===== config.mk =====
export PLATFORM = sky130hd
export DESIGN_NAME = mem_access_unit
export DESIGN_NICKNAME = d
export VERILOG_FILES = /design/src/rtl/mau_pkg.sv /design/src/rtl/mau_align.sv /design/src/rtl/mem_access_unit.sv
export SDC_FILE = /design/constraint.sdc
export NUM_CORES = 1
export LEC_CHECK = 0
export ABC_AREA = 1
export BUFFER_PORTS_ARGS = -buffer_cell sky130_fd_sc_hd__clkbuf_2
export CORE_MARGIN = 2
export CORE_UTILIZATION = 40
export CTS_CLUSTER_DIAMETER = 120
export DETAILED_ROUTE_END_ITERATION = 10
export PLACE_DENSITY = 0.7
export SYNTH_ARGS = -nofsm -noshare
export SYNTH_HDL_FRONTEND = slang
export SYNTH_SLANG_ARGS = --single-unit

===== constraint.sdc =====
create_clock -name clk -period 2.89 [get_ports clk]
set_input_delay 0.7225 -clock clk [delete_from_list [all_inputs] [get_ports clk]]
set_output_delay 0.7225 -clock clk [all_outputs]
set_load 0.02 [all_outputs]

===== src/rtl/mau_pkg.sv =====
// Shared definitions for the memory access unit: access size codes and FSM states.
// Latency: n/a (types, constants and a pure combinational helper).
// Backpressure: n/a.
package mau_pkg;

  localparam logic [1:0] SZ_BYTE = 2'b00;
  localparam logic [1:0] SZ_HALF = 2'b01;
  localparam logic [1:0] SZ_WORD = 2'b10;
  localparam logic [1:0] SZ_RSVD = 2'b11;

  typedef enum logic [2:0] {
    ST_IDLE,
    ST_LOAD,
    ST_READ,
    ST_WRITE,
    ST_DONE
  } state_t;

  // True when the size code is reserved or the byte offset breaks natural alignment.
  function automatic logic access_bad(input logic [1:0] size, input logic [1:0] lane);
    case (size)
      SZ_BYTE: access_bad = 1'b0;
      SZ_HALF: access_bad = lane[0];
      SZ_WORD: access_bad = (lane != 2'b00);
      default: access_bad = 1'b1;
    endcase
  endfunction

endpackage


===== src/rtl/mau_align.sv =====
// Lane extract/extend for loads and read-modify-write lane merge for sub-word stores.
// Latency: purely combinational.
// Backpressure: none; outputs follow inputs.
module mau_align
  import mau_pkg::*;
(
  input  logic [1:0]  size,
  input  logic        sext,
  input  logic [1:0]  lane,
  input  logic [31:0] rword,
  input  logic [31:0] wdata,
  output logic [31:0] load_data,
  output logic [31:0] merged
);

  logic [7:0]  sel_b;
  logic [15:0] sel_h;

  // Pick the addressed byte/half (little-endian) and extend it to 32 bits.
  always_comb begin
    sel_b = rword[7:0];
    case (lane)
      2'd1:    sel_b = rword[15:8];
      2'd2:    sel_b = rword[23:16];
      2'd3:    sel_b = rword[31:24];
      default: sel_b = rword[7:0];
    endcase
    sel_h = lane[1] ? rword[31:16] : rword[15:0];
    case (size)
      SZ_BYTE: load_data = {{24{sext & sel_b[7]}}, sel_b};
      SZ_HALF: load_data = {{16{sext & sel_h[15]}}, sel_h};
      default: load_data = rword;
    endcase
  end

  // Overwrite only the addressed lane(s) of the word read back from memory.
  always_comb begin
    merged = rword;
    case (size)
      SZ_BYTE: begin
        case (lane)
          2'd0:    merged[7:0]   = wdata[7:0];
          2'd1:    merged[15:8]  = wdata[7:0];
          2'd2:    merged[23:16] = wdata[7:0];
          default: merged[31:24] = wdata[7:0];
        endcase
      end
      SZ_HALF: begin
        if (lane[1]) merged[31:16] = wdata[15:0];
        else         merged[15:0]  = wdata[15:0];
      end
      default: merged = wdata;
    endcase
  end

endmodule


===== src/rtl/mem_access_unit.sv =====
// CPU load/store unit: byte/half/word access to a word-wide data memory with sub-word RMW.
// Latency from accept edge to done_o: error 1, load 2, word store 2, sub-word store 3 cycles.
// Backpressure: busy_o high outside IDLE; req_i is ignored until the FSM is back in IDLE.
module mem_access_unit
  import mau_pkg::*;
#(
  parameter int ADDR_W = 32
) (
  input  logic              clk,
  input  logic              rst,
  input  logic              req_i,
  input  logic              we_i,
  input  logic [1:0]        size_i,
  input  logic              sext_i,
  input  logic [ADDR_W-1:0] addr_i,
  input  logic [31:0]       wdata_i,
  output logic              busy_o,
  output logic              done_o,
  output logic              err_o,
  output logic [31:0]       rdata_o,
  output logic [ADDR_W-1:0] dm_addr_o,
  output logic [31:0]       dm_din_o,
  output logic              dm_wr_o,
  input  logic [31:0]       dm_dout_i
);

  state_t            st;
  logic              we_q;
  logic [1:0]        size_q;
  logic              sext_q;
  logic [ADDR_W-1:0] addr_q;
  logic [31:0]       wdata_q;
  logic [31:0]       load_data;
  logic [31:0]       merged;

  // Memory only ever sees word-aligned addresses; the lane is handled in mau_align.
  assign dm_addr_o = {addr_q[ADDR_W-1:2], 2'b00};

  mau_align u_align (
    .size      (size_q),
    .sext      (sext_q),
    .lane      (addr_q[1:0]),
    .rword     (dm_dout_i),
    .wdata     (wdata_q),
    .load_data (load_data),
    .merged    (merged)
  );

  // Access sequencer: all outputs are registered alongside the state.
  always_ff @(posedge clk) begin
    if (rst) begin
      st       <= ST_IDLE;
      we_q     <= 1'b0;
      size_q   <= 2'b00;
      sext_q   <= 1'b0;
      addr_q   <= '0;
      wdata_q  <= '0;
      busy_o   <= 1'b0;
      done_o   <= 1'b0;
      err_o    <= 1'b0;
      rdata_o  <= '0;
      dm_din_o <= '0;
      dm_wr_o  <= 1'b0;
    end else begin
      case (st)
        ST_IDLE: begin
          done_o <= 1'b0;
          err_o  <= 1'b0;
          if (req_i) begin
            we_q    <= we_i;
            size_q  <= size_i;
            sext_q  <= sext_i;
            addr_q  <= addr_i;
            wdata_q <= wdata_i;
            busy_o  <= 1'b1;
            if (access_bad(size_i, addr_i[1:0])) begin
              st     <= ST_DONE;
              done_o <= 1'b1;
              err_o  <= 1'b1;
            end else if (!we_i) begin
              st <= ST_LOAD;
            end else if (size_i == SZ_WORD) begin
              // Full-word store needs no read-back, so the write word is known now.
              st       <= ST_WRITE;
              dm_din_o <= wdata_i;
              dm_wr_o  <= 1'b1;
            end else begin
              st <= ST_READ;
            end
          end
        end
        ST_LOAD, ST_READ: begin
          // Both states sample the memory word; stores merge it, loads return a lane.
          if (we_q) begin
            st       <= ST_WRITE;
            dm_din_o <= merged;
            dm_wr_o  <= 1'b1;
          end else begin
            st      <= ST_DONE;
            rdata_o <= load_data;
            done_o  <= 1'b1;
          end
        end
        ST_WRITE: begin
          st      <= ST_DONE;
          dm_wr_o <= 1'b0;
          done_o  <= 1'b1;
        end
        ST_DONE: begin
          st     <= ST_IDLE;
          done_o <= 1'b0;
          err_o  <= 1'b0;
          busy_o <= 1'b0;
        end
        default: begin
          st     <= ST_IDLE;
          busy_o <= 1'b0;
        end
      endcase
    end
  end

endmodule


==> results.yml <==
sta:
  timing.clock.skew_ps: 7.876
  final_hold_viol_count: 0
  max_freq_mhz: 455.4
  timing.slew.headroom_pct: 52.80
  setup_viol_count_final: 0
  worstMarginPinSlew_ps: 708.0
  setup_tns_ps: 0
  rsz0062_at_grt: "false"
  timing.final.crit_share_pct: 75.99
  final.min_clock_period_ps: 2196
  timing.final.max_slew_violations: 0
setup_path:
  critical_path_required_ps: 3270
  reg2reg_depth: 7
  cp-start-kind: "flip-flop"
  critical_path_class: "flip-flop to flip-flop"
  critical-path-top-delay-family: "simple AND/OR/NAND/NOR gates"
  cp_slowest_cell: "nand3_2"
  cp_data_arrival_time_ps: 2580
  cp_num_buf_inv: 2
  worst-r2r-setup-slack_ps: 690
  largest_fanout_on_the_critical_path: 25
  critical_path.cell_chain: "buf_4 > nand2_1 > o211ai_2 > nand3_2 > nand3_1 > nand2_1 > inv_1"
  crit_top_cell: "nand2_1"
  launching_point_of_the_worst_reg2reg_path: "addr_q[1]$_SDFFE_PP0P_"
  crit_path_end_kind: "flip-flop"
  critPathMaxStageDelay_ps: 460
  critical_path.reg2reg.endpoint: "rdata_o[22]$_SDFFE_PP0P_"
floorplan:
  die_y_microns: 143.9
  initial_utilization_pct: 40.48
  ios: 203
  placement_rows: 51
  core_footprint_sq_mm: 0.01933
  die_w_microns: 143.9
  die_area_sq_mm: 0.02070
detailed_routing:
  postRouteWirelength_mm: 24.70
  vias_per_cell: 5.153
  detail_route.iter0.violations: 867
  detail_route.first_pass.iterations: 6
  routed-via-count: 8343
  antenna_left: 0
  wire_per_inst_microns: 15.26
  drc: 0
placement:
  port-buffer-count: 200
  dpl.hpwl_mm: 17.81
  place.gp.congestion: 0.9322
global_route:
  gr-usage-met1_pct: 31.01
  use_met2_pct: 37.04
  use_met3_pct: 5.332
  maximum_number_of_pins_on_one_net_before_global_route_repair: 62
  number_of_antenna_violations_at_the_first_check_in_global_routing: 0
  grt_pass1_wl_mm: 38.12
  gr-total-overflow: 0
  gr-max-usage-layer: "met2"
  vias_in_the_first_global_route: 7290
  grtUsageTotal_pct: 23.53
clocking:
  clock_path_buffers: 2
  cts_tree: "built"
  cts_hold_buffers: 0
  worstSkewPairLatency_ps: 430
  numCtsBuffers: 17
  clock_sinks: 139
  cts.clk_slew.worst_paths_ps: 70
  h_tree_levels: 4
  post_cts.repair.setup_buffers: 0
  cts_resized: 0
  cts.root.buffer_cell: "clkbuf_16"
final_layout:
  synthToLayoutAreaGrowth_pct: 18.54
  mostFrequentLayoutCell: "nand2_1"
  proportion_of_layout_cells_with_a_drive_suffix_above_1_pct: 20.75
  fillerInstances: 2023
  mostFrequentLayoutCells: "nand2_1, clkbuf_2, nand3_1"
  antenna_cells_inserted: 0
  num-nets-final: 1444
synthesis:
  synth.cell_area_sq_mm: 0.007828
  synth.yosys.seq_area_share_pct: 35.55
  synthesis_stage_register_bit_count: 139
  yosysUniqueCellTypes: 36
  synthesis.yosys.warnings: 0
  synthesis.area_per_instance_sq_um: 6.442
  netlist_instances: 1215
power_and_ir_drop:
  power.density_mw_per_mm2: 644.8
  design_power_total_mw: 5.983
  peakVddDrop_mv: 0.4189
  leakagePower_nw: 4.663
hold_path:
  min_delay_worst_endpoint: "dm_wr_o$_SDFFE_PP0P_"
  min_path_cells: 2
  path_category_of_the_worst_min_delay_check: "flip-flop to flip-flop"
  worst_hold_startpoint: "dm_wr_o$_SDFFE_PP0P_"
run_status:
  run_status: "completed"
flow_run:
  cap_violations: 0
cell type report:
cell class                      instances  area (sq um)  share of cell area (%)
Clock buffer                           17         425.4                   4.585
Clock inverter                         15         176.4                   1.901
Inverter                              112         420.4                   4.531
Multi-Input combinational cell        851          3976                   42.85
Sequential cell                       139          2785                   30.02
Tap cell                              265         331.6                   3.573
Timing Repair Buffer                  220          1164                   12.54
layer usage:
metal	wire length, microns	vias to the layer above
li1	-	4140
met1	10320	3747
met2	11320	386
met3	2137	70
met4	931	0
met5	0	-
sequential cells by signal, summed over array words and instances (netlist names):
register	flops
addr_q	32
dm_din_o	32
rdata_o	32
wdata_q	32
st	3
size_q	2
busy_o	1
dm_wr_o	1
done_o	1
err_o	1
sext_q	1
we_q	1
how the worst max path moves through the flow:
stage                      startpoint                         to  slack (ps)  depth (start not counted)
2_1_floorplan                   req_i  dm_din_o[21]$_SDFFE_PP0P_        1150                          9
3_3_place_gp                size_i[1]  dm_din_o[11]$_SDFFE_PP0P_         770                         10
3_5_place_dp                size_i[1]   dm_din_o[4]$_SDFFE_PP0P_         710                         10
4_1_cts        addr_q[1]$_SDFFE_PP0P_   rdata_o[22]$_SDFFE_PP0P_         750                          7
5_1_grt        addr_q[1]$_SDFFE_PP0P_   rdata_o[19]$_SDFFE_PP0P_         550                          7
6_report       addr_q[1]$_SDFFE_PP0P_   rdata_o[22]$_SDFFE_PP0P_         690                          7
cell families after synthesis:
logic type	count (synthesis)	synth area share, %
buffers and inverters	226	13.70
other	1	0.04791
flip-flops	139	35.55
AND/OR/NAND/NOR	642	35.47
AO/OA/AOI/OAI	207	15.23
cell usage after synthesis (all sizes together):
master | instances | area [sq um]
nand2 | 349 | 1325
o21ai | 40 | 200.2
nand3 | 156 | 810.8
dfxtp | 139 | 2783
a22oi | 6 | 45.04
a31oi | 6 | 37.54
o21a | 16 | 120.1
inv | 112 | 420.4
or2 | 22 | 137.6
o211ai | 22 | 170.2
nor2 | 112 | 468.0
o221ai | 6 | 52.55
nor3b | 1 | 7.510
buf | 86 | 545.5
nand4 | 2 | 27.53
a211oi | 3 | 22.52
a21oi | 106 | 530.5
a21boi | 1 | 7.510
clkbuf | 28 | 106.4
conb | 1 | 3.750
o22ai | 1 | 6.260
through the flow:
step | instance area (sq um) | util, % | cells | worst slack (ps) | hold slack, ps
final | 9279 | 47.99 | 1619 | 694.0 | 448.0
after global routing | 9279 | 47.99 | 1619 | 547.4 | 475.2
after global placement | 8677 | 44.88 | 1587 | 767.4 | 439.4
after CTS | 9279 | 47.99 | 1619 | 748.4 | 449.6
after detailed placement | 8677 | 44.88 | 1587 | 711.0 | 438.5
after floorplan | 7831 | - | 1216 | 1151 | 441.1
report_power, final:
group	leakage, nW	switching [mW]	internal, mW	total [mW]
Clock	0.295	1.03	1.17	2.20
Combinational	3.23	1.05	0.507	1.56
Sequential	1.14	0.125	2.10	2.22
Total	4.66	2.21	3.77	5.98
tightest hold or removal path, cell delays in order (launching register included):
cell and delay (ps):
dfxtp_1 310, inv_1 50, a21oi_1 50
Power figures use the tool's default switching activity.
